[src/rtl/sram_port_arbiter.sv]
// rtl/sram_port_arbiter.sv - shared block SRAM port arbiter with independent write/read round-robin
//
// Purpose:
//   Shares one single-write/single-read block SRAM between NUM_PORTS switch
//   ports. Independent round-robin arbiters serve the write (ingress) and read
//   (egress) sides, and each read is tagged so its 1-cycle response is routed
//   back to the requesting port.
//
// Optional feature macro: SRAM_ARB_RAW_BYPASS_EN
//   When defined, a read and write granted in the same cycle to the same
//   address return the new write data (write-before-read).
//
// Ports:
//   clk, rst                   clock, synchronous active-high reset
//   wr_req/wr_addr/wr_data     per-port write request, address, data (sliced per port)
//   wr_gnt                     write grant, one-hot or zero
//   rd_req/rd_addr             per-port read request, address
//   rd_gnt                     read grant, one-hot or zero
//   rd_valid/rd_data           read response strobe (one-hot) and shared data
//   sram_we/sram_w_addr/sram_wdata   SRAM write pins
//   sram_re/sram_r_addr              SRAM read pins
//   sram_rdata/sram_rvalid           SRAM read response
module sram_port_arbiter #(
    parameter int NUM_PORTS  = 4,
    parameter int ADDR_W     = 8,
    parameter int BLOCK_BITS = 32
) (
    input  logic                             clk,
    input  logic                             rst,
    input  logic [NUM_PORTS-1:0]             wr_req,
    input  logic [NUM_PORTS*ADDR_W-1:0]      wr_addr,
    input  logic [NUM_PORTS*BLOCK_BITS-1:0]  wr_data,
    output logic [NUM_PORTS-1:0]             wr_gnt,
    input  logic [NUM_PORTS-1:0]             rd_req,
    input  logic [NUM_PORTS*ADDR_W-1:0]      rd_addr,
    output logic [NUM_PORTS-1:0]             rd_gnt,
    output logic [NUM_PORTS-1:0]             rd_valid,
    output logic [BLOCK_BITS-1:0]            rd_data,
    output logic                             sram_we,
    output logic                             sram_re,
    output logic [ADDR_W-1:0]                sram_w_addr,
    output logic [ADDR_W-1:0]                sram_r_addr,
    output logic [BLOCK_BITS-1:0]            sram_wdata,
    input  logic [BLOCK_BITS-1:0]            sram_rdata,
    input  logic                             sram_rvalid
);

    localparam int PW = (NUM_PORTS > 1) ? $clog2(NUM_PORTS) : 1;

    logic [PW-1:0] wr_ptr;
    logic [PW-1:0] rd_ptr;
    logic [PW-1:0] rsp_port;
    logic          rsp_pend;

    logic [PW:0]   wr_pick;
    logic [PW:0]   rd_pick;
    logic [PW-1:0] wr_idx;
    logic [PW-1:0] rd_idx;
    logic          wr_any;
    logic          rd_any;

    // Returns {found, index} of the first requester at or after ptr, with wrap.
    // Scanning from the far end lets the nearest hit overwrite earlier ones.
    function automatic logic [PW:0] rr_pick(input logic [NUM_PORTS-1:0] req,
                                            input logic [PW-1:0]        ptr);
        logic [PW:0]   res;
        logic [PW-1:0] pos;
        int            idx;
        res = '0;
        for (int k = NUM_PORTS - 1; k >= 0; k--) begin
            idx = int'(ptr) + k;
            if (idx >= NUM_PORTS) begin
                idx = idx - NUM_PORTS;
            end
            pos = idx[PW-1:0];
            if (req[pos]) begin
                res = {1'b1, pos};
            end
        end
        return res;
    endfunction

    function automatic logic [PW-1:0] ptr_after(input logic [PW-1:0] g);
        return (g == PW'(NUM_PORTS - 1)) ? '0 : g + 1'b1;
    endfunction

    assign wr_pick = rr_pick(wr_req, wr_ptr);
    assign rd_pick = rr_pick(rd_req, rd_ptr);
    assign wr_idx  = wr_pick[PW-1:0];
    assign rd_idx  = rd_pick[PW-1:0];

    // Grants are suppressed while reset is held.
    assign wr_any  = wr_pick[PW] && !rst;
    assign rd_any  = rd_pick[PW] && !rst;

    assign wr_gnt  = wr_any ? (NUM_PORTS'(1) << wr_idx) : '0;
    assign rd_gnt  = rd_any ? (NUM_PORTS'(1) << rd_idx) : '0;

    assign sram_we     = wr_any;
    assign sram_re     = rd_any;
    assign sram_w_addr = wr_any ? wr_addr[int'(wr_idx)*ADDR_W +: ADDR_W] : '0;
    assign sram_wdata  = wr_any ? wr_data[int'(wr_idx)*BLOCK_BITS +: BLOCK_BITS] : '0;
    assign sram_r_addr = rd_any ? rd_addr[int'(rd_idx)*ADDR_W +: ADDR_W] : '0;

    // A pending response with no SRAM valid is dropped; reset in the response
    // cycle also discards it.
    assign rd_valid = (rsp_pend && sram_rvalid && !rst) ? (NUM_PORTS'(1) << rsp_port) : '0;

    always_ff @(posedge clk) begin
        if (rst) begin
            wr_ptr   <= '0;
            rd_ptr   <= '0;
            rsp_port <= '0;
            rsp_pend <= 1'b0;
        end else begin
            if (wr_any) begin
                wr_ptr <= ptr_after(wr_idx);
            end
            if (rd_any) begin
                rd_ptr   <= ptr_after(rd_idx);
                rsp_port <= rd_idx;
            end
            rsp_pend <= rd_any;
        end
    end

`ifdef SRAM_ARB_RAW_BYPASS_EN
    logic                  byp_hit;
    logic [BLOCK_BITS-1:0] byp_data;

    // The SRAM returns old contents on a same-cycle collision, so remember
    // the colliding write data and substitute it in the response cycle.
    always_ff @(posedge clk) begin
        if (rst) begin
            byp_hit  <= 1'b0;
            byp_data <= '0;
        end else begin
            byp_hit  <= rd_any && wr_any && (sram_w_addr == sram_r_addr);
            byp_data <= sram_wdata;
        end
    end

    assign rd_data = byp_hit ? byp_data : sram_rdata;
`else
    assign rd_data = sram_rdata;
`endif

endmodule

[config.mk]
export PLATFORM = sky130hd
export DESIGN_NAME = sram_port_arbiter
export DESIGN_NICKNAME = d
export VERILOG_FILES = /design/src/rtl/sram_port_arbiter.sv
export SDC_FILE = /design/constraint.sdc
export NUM_CORES = 1
export LEC_CHECK = 0
export BUFFER_PORTS_ARGS = -buffer_cell sky130_fd_sc_hd__buf_2
export CAP_MARGIN = 20
export CORE_AREA = 10 10 121 123
export DETAILED_ROUTE_END_ITERATION = 7
export DIE_AREA = 0 0 131 133
export SYNTH_ARGS = -nofsm -noshare
export SYNTH_HDL_FRONTEND = slang
export SYNTH_SLANG_ARGS = --single-unit
[constraint.sdc]
create_clock -name clk -period 1.7 [get_ports clk]
set_input_delay 0.34 -clock clk [delete_from_list [all_inputs] [get_ports clk]]
set_output_delay 0.34 -clock clk [all_outputs]
set_load 0.02 [all_outputs]
Yosys cells after proc, flatten, opt, wreduce, memory -nomap -nowiden
Cells that the tools add are included.
{"block": "totals", "out_inout_bits": 94, "register_bits": 7}
{"block": "op_classes", "shift": 6, "n_addsub": 16, "n_mux": 40, "n_reduce_logical": 5, "order_cmp": 16, "n_eq_ne": 2}
{"op": "$shiftx A128 B8 Y32", "n": 1}
{"op": "$shiftx A32 B6 Y8", "n": 2}
{"op": "$mux W32", "n": 1}
{"op": "$lt A2 B3 Y1 const B", "n": 8}
{"op": "$mux W3", "n": 8}
{"op": "$mux W2", "n": 10}
{"op": "$ge A3 B3 Y1 const B", "n": 6}
{"op": "$bmux W1 S2", "n": 8}
{"op": "$mux W8", "n": 2}
{"op": "$sub A2 B1 Y2 const B", "n": 8}
{"op": "$add A2 B2 Y3 const B", "n": 4}
{"op": "$mux W4", "n": 3}
{"op": "$shl A1 B2 Y4 const A", "n": 3}
{"op": "$mux W1", "n": 8}
{"op": "$add A2 B1 Y3 const B", "n": 2}
{"op": "$ge A2 B3 Y1 const B", "n": 2}
{"op": "$add A2 B1 Y2 const B", "n": 2}
{"op": "$eq A2 B2 Y1 const B", "n": 2}
{"op": "$logic_and A1 B1 Y1", "n": 4}
{"op": "$logic_not A1 Y1", "n": 1}

Longest topological paths before layout
Gate-level depths: netlist of the first run.
{"block": "logic_depth", "ltp_word": 11, "ltp_mapped": 8, "ltp_nobuf": 6}

Worst setup path before layout of the first run
No wires, ideal clock.
{"block": "synth_timing", "kind": "input -> output", "from": "input port rst", "to": "output port sram_r_addr[0]", "cell_stages": 4, "required_time_ns": 1.360, "path_buffers": 1, "setup_slack_ns": -0.297, "t_arrival_ns": 1.657, "path_cell_list": "clkbuf_1 > nor2_1 > nand2_1 > o22ai_1"}
{"block": "synth_between", "elab_chain_cells": 3}
{"item": "from (decl)", "line": "29", "rtl": "input logic rst,"}
{"item": "$logic_not A1 Y1", "line": "94", "rtl": "assign rd_any = rd_pick[PW] && !rst;"}
{"item": "$logic_and A1 B1 Y1", "line": "94"}
{"item": "named net sram_re", "line": "40", "rtl": "output logic sram_re,"}
{"item": "$mux W8", "line": "103", "rtl": "assign sram_r_addr = rd_any ? rd_addr[int'(rd_idx)*ADDR_W +: ADDR_W] : '0;"}
{"item": "to (decl)", "line": "42", "rtl": "output logic [ADDR_W-1:0] sram_r_addr,"}
The timed path passes the listed nets, and every way through them passes these cells.

Final worst setup path of the first run
{"block": "layout_timing", "from": "register wr_ptr[1]", "to": "output port sram_wdata[24]"}
{"block": "layout_between", "elab_chain_cells": 11, "word_cells_on_any_way": 30, "cone_classes": "7 x add/sub; 4 x order compare; 1 x shift; 17 x mux; 1 x reduce/logical"}
{"item": "from (decl)", "line": "50", "rtl": "logic [PW-1:0] wr_ptr;"}
{"item": "from (signal assigned)", "line": "117", "rtl": "wr_ptr <= ptr_after(wr_idx);"}
{"item": "$add A2 B2 Y3", "line": "71", "rtl": "idx = int'(ptr) + k;"}
{"item": "$ge A3 B3 Y1 / $sub A2 B1 Y2 (equally long branches)", "line": "72, 73"}
{"item": "$mux W2", "line": "72", "rtl": "if (idx >= NUM_PORTS) begin"}
{"item": "$bmux W1 S2", "line": "76", "rtl": "if (req[pos]) begin"}
{"item": "$mux W1 (implied by the code)", "line": "76"}
{"item": "$mux W3 (3 in series)", "line": "76"}
{"item": "$mux W3 (*)", "line": "76"}
{"item": "$shiftx A128 B8 Y32 / $logic_and A1 B1 Y1 (equally long branches)", "line": "102, 93"}
{"item": "$mux W32 (*)", "line": "102", "rtl": "assign sram_wdata = wr_any ? wr_data[int'(wr_idx)*BLOCK_BITS +: BLOCK_BITS] : '0;"}
{"item": "to (decl)", "line": "43", "rtl": "output logic [BLOCK_BITS-1:0] sram_wdata,"}
Every way passes the cells marked *; elsewhere a longest branch is shown, timed or not. The select of a mux whose other input is x is not followed.

==> results of run 1 <==
-- cell type report --
type | instances | area (um^2)
Timing Repair Buffer | 338 | 2640
Multi-Input combinational cell | 207 | 2820
Sequential cell | 7 | 150
Clock buffer | 4 | 78.8
Tap cell | 172 | 215
Fill cell | 1074 | 6420
Inverter | 8 | 37.5
-- per-stage QoR --
stage / cell area [um^2] / utilization / power [mW] / hold slack (ps)
5_1_grt: 5940 / 0.480 / 4.79 / 497
4_1_cts: 5420 / 0.438 / 4.15 / 489
2_1_floorplan: 2790 / - / 2.07 / 451
6_report: 5940 / 0.480 / 4.57 / 486
3_3_place_gp: 4250 / 0.343 / 2.65 / 487
3_5_place_dp: 4250 / 0.343 / 2.71 / 501
-- registers in the layout, indices dropped and copies added (netlist names) --
signal and cells:
rd_ptr 2, rsp_pend 1, rsp_port 2, wr_ptr 2
-- power by group through the flow --
stage	clock (mW)	sequential, mW	combinational, mW
4_1_cts	0.407	0.223	3.52
3_3_place_gp	0	0.220	2.43
5_1_grt	0.422	0.230	4.14
3_5_place_dp	0	0.220	2.49
2_1_floorplan	0	0.220	1.85
6_report	0.401	0.227	3.94
-- layout by cell type (no fill, tap or decap), types with 2 or more instances in the layout --
cell type	instances
o22ai_2	43
mux2i_2	35
buf_2	206
inv_2	4
buf_8	2
mux2i_4	28
nand2_2	2
clkbuf_16	4
nor4_4	2
nor2_4	2
buf_16	6
dfxtp_4	2
and2_4	8
o22ai_4	6
dfxtp_1	3
mux2i_1	36
ha_4	8
nand2_8	3
a211oi_1	2
dfxtp_2	2
a21oi_1	4
nand2_1	3
nor2_1	8
buf_4	36
inv_1	2
a21oi_2	3
buf_6	71
buf_12	16
-- Yosys cell counts, drive strengths merged --
library cell / number / area (um^2)
a21oi: 8 / 40.0
nor3b: 2 / 15.0
ha: 8 / 100
dfxtp: 7 / 140
nand3b: 1 / 7.51
nor2: 10 / 37.5
nand2b: 2 / 12.5
nor4: 2 / 33.8
o22ai: 49 / 307
and3: 1 / 6.26
inv: 8 / 30.0
or2: 1 / 6.26
o22a: 1 / 10.0
clkbuf: 1 / 3.75
buf: 51 / 459
a211oi: 3 / 35.0
nor3: 2 / 15.0
a21o: 1 / 7.51
and2: 8 / 50.1
a2bb2oi: 1 / 8.76
nand2: 8 / 30.0
mux2i: 99 / 991
-- repair_timing --
item / 4_1_cts / 5_1_grt
gates cloned: 6 / 1
hold endpoints to repair: 0 / 0
resized for setup: 187 / 97
setup endpoints to repair: 58 / 60
buffers inserted: 25 / 7
pin swaps: 40 / 20
-- critical path: cells and delay by family, from the launching register on --
family / cells / cell delay (ps)
flops: 1 / 310
mux: 1 / 180
compound gates: 2 / 450
buf+inv: 5 / 710
-- cells by family (layout without fill, tap and decap cells) --
logic type               after synthesis  in the layout  share of synthesized area
AO/OA/AOI/OAI                         63             63                      0.174
flip-flops                             7              7                     0.0597
buffers and inverters                 60            350                      0.210
adder cells (fa/ha/maj)                8              8                     0.0427
AND/OR/NAND/NOR                       37             37                     0.0912
multiplexers                          99             99                      0.422
-- layer usage --
layer | track usage | up-vias
li1 | - | 1585
met1 | 0.142 | 1604
met2 | 0.263 | 194
met3 | 0.0523 | 22
met4 | 0.0266 | 0
met5 | 0 | -
-- worst max-delay path by stage --
stage | from | to | slack [ps] | cells after the start
2_1_floorplan | wr_req[2] | sram_wdata[21] | -100 | 6
3_3_place_gp | wr_req[0] | sram_wdata[31] | -470 | 8
3_5_place_dp | wr_req[0] | sram_wdata[31] | -510 | 8
4_1_cts | wr_ptr[1] | sram_wdata[12] | -500 | 9
5_1_grt | wr_ptr[1] | sram_wdata[14] | -570 | 9
6_report | wr_ptr[1] | sram_wdata[24] | -520 | 8
==> impl_metrics.py, run 1 <==
metrics = {
    "setup_path": {
        "r2r-end": "wr_ptr[1]",
        "path_class": "reg -> out",
        "crit_chain": "buf_4 -> o22a_4 -> buf_12 -> buf_12 -> buf_16 -> mux2i_4 -> o22ai_2 -> buf_6",
        "cp.required_ps": 1360,
        "critPathLaunchType": "register",
        "slowest_stage": "dfxtp_2",
        "reg2reg_depth": 9,
        "end_kind": "output pin",
        "r2r-start": "wr_ptr[1]",
        "worstPathMaxFanout": 7,
        "critPathMaxStageDelay_ps": 310,
        "crit_top_cell": "buf_12",
        "cp.arrival_ps": 1880,
        "r2r_setup_slack_ps": 70,
    },
    "grt": {
        "grt_max_degree": 27,
        "gr-total-overflow": 0,
        "antenna_found_initial": 0,
        "grt_pass1_vias": 3770,
        "grt_pass1_wl_um": 19900,
        "grt.total_usage": 0.140,
    },
    "drt": {
        "drc": 0,
        "wl_met3_um": 1600,
        "avgRoutedWirePerCell_um": 19.5,
        "antenna_left": 0,
        "top_layer": "met4",
        "drt-initial-drc-count": 68,
        "dr.pass1.iters": 4,
        "routed_wl_um": 14300,
        "wl_met1_um": 5000,
        "vias": 3405,
        "viasPerCell": 4.63,
        "routed-wl-met2_um": 7530,
    },
    "timing": {
        "period_needed_ps": 2220,
        "setup_tns_ps": -24120,
        "setup_viol": 57,
        "timing.final.crit_share": 1.31,
        "tightest_slew_ps": 347,
        "skew_ps": 0.430,
        "max_slew_margin": 0.768,
        "rsz0062_at_grt": "yes",
        "report.final.slew_viol_count": 0,
        "finalWorstSetupSlack_ps": -522,
        "fmax_mhz": 450,
        "finalHoldViolCount": 0,
    },
    "final_layout": {
        "drive_gt1_frac": 0.888,
        "antenna_cells": 0,
        "final-instance-count-excl-fill": 736,
        "fin_nets": 808,
        "area_delta_synth_final_pct": 153,
    },
    "min_path": {
        "hold_path_end": "rsp_pend",
        "hp-start": "rst",
        "hold_class": "in -> reg",
        "holdPathStages": 3,
    },
    "yosys": {
        "syn_avg_cell_area_um2": 8.56,
        "syn_nets": 517,
        "synthCells": 274,
        "ys_types": 30,
        "ys_warn_count": 0,
        "ys_seq_area_frac": 0.0597,
        "syn-cell-area_um2": 2350,
        "ys_ff_latch": 7,
    },
    "clock_network": {
        "clockRootBuffer": "clkbuf_16",
        "cts_buffers": 3,
        "cts_buffer_depth": 2,
        "cts.clk_slew.worst_paths_ps": 40,
        "htree_num_levels": 1,
        "cts_sinks": 7,
        "cts_tree": "yes",
        "clk_latency_ps": 230,
        "ctsHoldBuffers": 0,
    },
    "pwr": {
        "switching_power_mw": 1.87,
        "sequentialPowerShare": 0.050,
        "power.share.combinational": 0.862,
        "ir_worst_vdd_v": 0.000500,
        "clkPwrFrac": 0.088,
        "internal_power_mw": 2.70,
        "p_sw_frac": 0.410,
        "p_per_area_nw_per_um2": 769,
        "p_leak_nw": 2.62,
    },
    "die": {
        "row_count": 41,
        "dieArea_um2": 17400,
        "die_h_um": 133,
        "ioPinCount": 329,
        "initial_core_util": 0.190,
        "coreArea_um2": 12400,
        "die_w_um": 131,
    },
    "placed_design": {
        "placed_cells": 696,
        "place_ws_ps": -509,
        "place.gp.congestion": 0.873,
        "post-dp-hpwl_um": 10500,
        "port_buffers": 264,
    },
    "status": {
        "status": "complete, but fails checks",
        "violations": "setup timing",
    },
    "run": {
        "max-cap-violations": 0,
    },
}
No activity file was read; power rests on OpenSTA's default activity.
==> run 2: changes to the inputs <==
GPL_ROUTABILITY_DRIVEN = 0   (was unset)
GPL_TIMING_DRIVEN = 0   (was unset)
SETUP_SLACK_MARGIN = 0.02   (was unset)
==> run 2 against run 1 <==
  * The flow still finishes with violations (setup timing)
  * Clock power rose by 1%
  * Total power rose by 1.9%
  * Critical path depth did not move
==> impl_metrics.py, run 2 (synthesis gave the netlist of run 1 again) <==
metrics = {
    "status": {
        "status": "complete, but fails checks",
        "violations": "setup timing",
    },
    "setup_path": {
        "critPathLaunchType": "register",
        "end_kind": "output pin",
        "path_delay_family": "compound AO/OA/AOI/OAI gates",
        "crit_chain": "a21o_1 -> a21oi_2 -> o22a_4 -> buf_12 -> buf_16 -> mux2i_1 -> o22ai_2 -> buf_6",
        "cp.required_ps": 1360,
        "critPathMaxStageDelay_ps": 330,
        "worstPathMaxFanout": 8,
        "critPathLaunch": "wr_ptr[1]",
        "slowest_stage": "dfxtp_4",
        "path_class": "reg -> out",
        "cp.arrival_ps": 1910,
        "path_buf_inv": 3,
        "r2r-start": "wr_ptr[1]",
    },
    "timing": {
        "period_needed_ps": 2250,
        "setup_viol": 56,
        "report.final.slew_viol_count": 0,
        "timing.final.crit_share": 1.33,
        "hold_slack_ps": 467,
        "max_slew_margin": 0.768,
        "finalWorstSetupSlack_ps": -553,
        "finalHoldViolCount": 0,
        "skew_ps": 0.310,
        "fmax_mhz": 444,
        "rsz0062_at_grt": "yes",
        "tightest_slew_ps": 347,
    },
    "min_path": {
        "hp-start": "rst",
        "hold_class": "in -> reg",
    },
    "clock_network": {
        "htree_num_levels": 1,
        "cts.clk_slew.worst_paths_ps": 40,
        "clockRootBuffer": "clkbuf_16",
        "ctsHoldBuffers": 0,
        "clk_latency_ps": 230,
        "cts_sinks": 7,
        "cts_tree": "yes",
        "cts_buffer_depth": 2,
        "cts_buffers": 3,
    },
    "drt": {
        "drc": 0,
        "antenna_left": 0,
        "routed_wl_um": 15700,
        "dr.pass1.iters": 4,
        "drt-initial-drc-count": 86,
        "viasPerCell": 4.62,
        "avgRoutedWirePerCell_um": 20.2,
        "vias": 3583,
    },
    "die": {
        "die_w_um": 131,
        "initial_core_util": 0.190,
        "row_count": 41,
        "coreArea_um2": 12400,
        "ioPinCount": 329,
        "die_h_um": 133,
        "dieArea_um2": 17400,
    },
    "placed_design": {
        "post-dp-hpwl_um": 12100,
        "placed_cells": 742,
        "postPlaceCellArea_um2": 4560,
        "port_buffers": 296,
    },
    "grt": {
        "grt.total_usage": 0.153,
        "gr-total-overflow": 0,
        "grt_max_degree": 12,
        "grt_pass1_wl_um": 21500,
        "antenna_found_initial": 3,
        "grt_pass1_vias": 4068,
    },
    "final_layout": {
        "mostFrequentLayoutCells": "buf_2 (241), buf_6 (64), buf_4 (50)",
        "finalInstanceArea_um2": 6140,
        "drive_gt1_frac": 0.886,
        "top_regs": "rd_ptr: 2 flops, rsp_port: 2 flops, wr_ptr: 2 flops",
        "area_delta_synth_final_pct": 162,
        "final-instance-count-excl-fill": 776,
        "fillers": 1088,
        "final_common_cell": "buf_2",
        "fin_nets": 847,
    },
    "run": {
        "max-cap-violations": 0,
    },
    "pwr": {
        "ir_worst_vdd_v": 0.000452,
        "p_leak_nw": 2.75,
        "p_per_area_nw_per_um2": 759,
    },
}
[run 2: cell type report]
class / count / area, um^2 / share of cell area
inverters: 8 / 52.6 / 0.00856
well taps: 172 / 215 / 0.0351
plain buffers: 51 / 529 / 0.0862
flip-flops and latches: 7 / 150 / 0.0245
diodes: 1 / 2.50 / 0.000408
repair buffers: 326 / 2260 / 0.369
multi-input cells: 207 / 2850 / 0.464
clock buffers: 4 / 78.8 / 0.0128
[run 2: per-stage QoR]
step / power [mW] / worst slack (ps) / setup TNS, ps / utilization
after floorplan: 2.12 / -97.4 / -4090 / -
after global placement: 2.86 / -582 / -28660 / 0.369
after detailed placement: 2.89 / -609 / -30130 / 0.369
after CTS: 4.15 / -558 / -27240 / 0.449
after global routing: 4.88 / -618 / -29070 / 0.496
final: 4.66 / -553 / -25270 / 0.496
[run 2: worst paths after layout]
| check | to | slack, ps | cells past startpoint |
|---|---|---|---|
| setup / recovery | sram_wdata[12] | -550 | 8 |
| hold / removal | wr_ptr[1] | 470 | 3 |
| setup reg to reg | wr_ptr[1] | 90 | 8 |
| hold reg to reg | rd_ptr[0] | 490 | 2 |
[run 2: timing repair]
action | CTS | global route
cloned | 3 | 5
gates resized for setup | 168 | 96
setup buffers | 20 | 2
endpoints found under the setup margin | 63 | 61
pin swaps | 30 | 16
endpoints found under the hold margin | 0 | 0
[run 2: routing by layer]
| metal | vias to the layer above | routed length, um | track usage |
|---|---|---|---|
| met5 | - | 26 | 0 |
| met4 | 4 | 288 | 0.0241 |
| met3 | 28 | 1750 | 0.0579 |
| met2 | 217 | 8680 | 0.307 |
| met1 | 1670 | 4970 | 0.141 |
| li1 | 1664 | - | - |
[run 2: worst register-to-register path: stages (launching register included)]
cell,delay [ps]
dfxtp_4,330
a21o_1,160
a21oi_2,130
o22a_4,200
buf_12,160
clkbuf_16,170
ha_4,190
mux2i_1,110
nor2_1,50
[run 2: power breakdown]
part	leakage, nW	total [mW]	internal (mW)	switching, mW
Combinational	2.65	4.02	2.19	1.84
Clock	0.0382	0.405	0.312	0.0927
Sequential	0.0600	0.226	0.198	0.0280
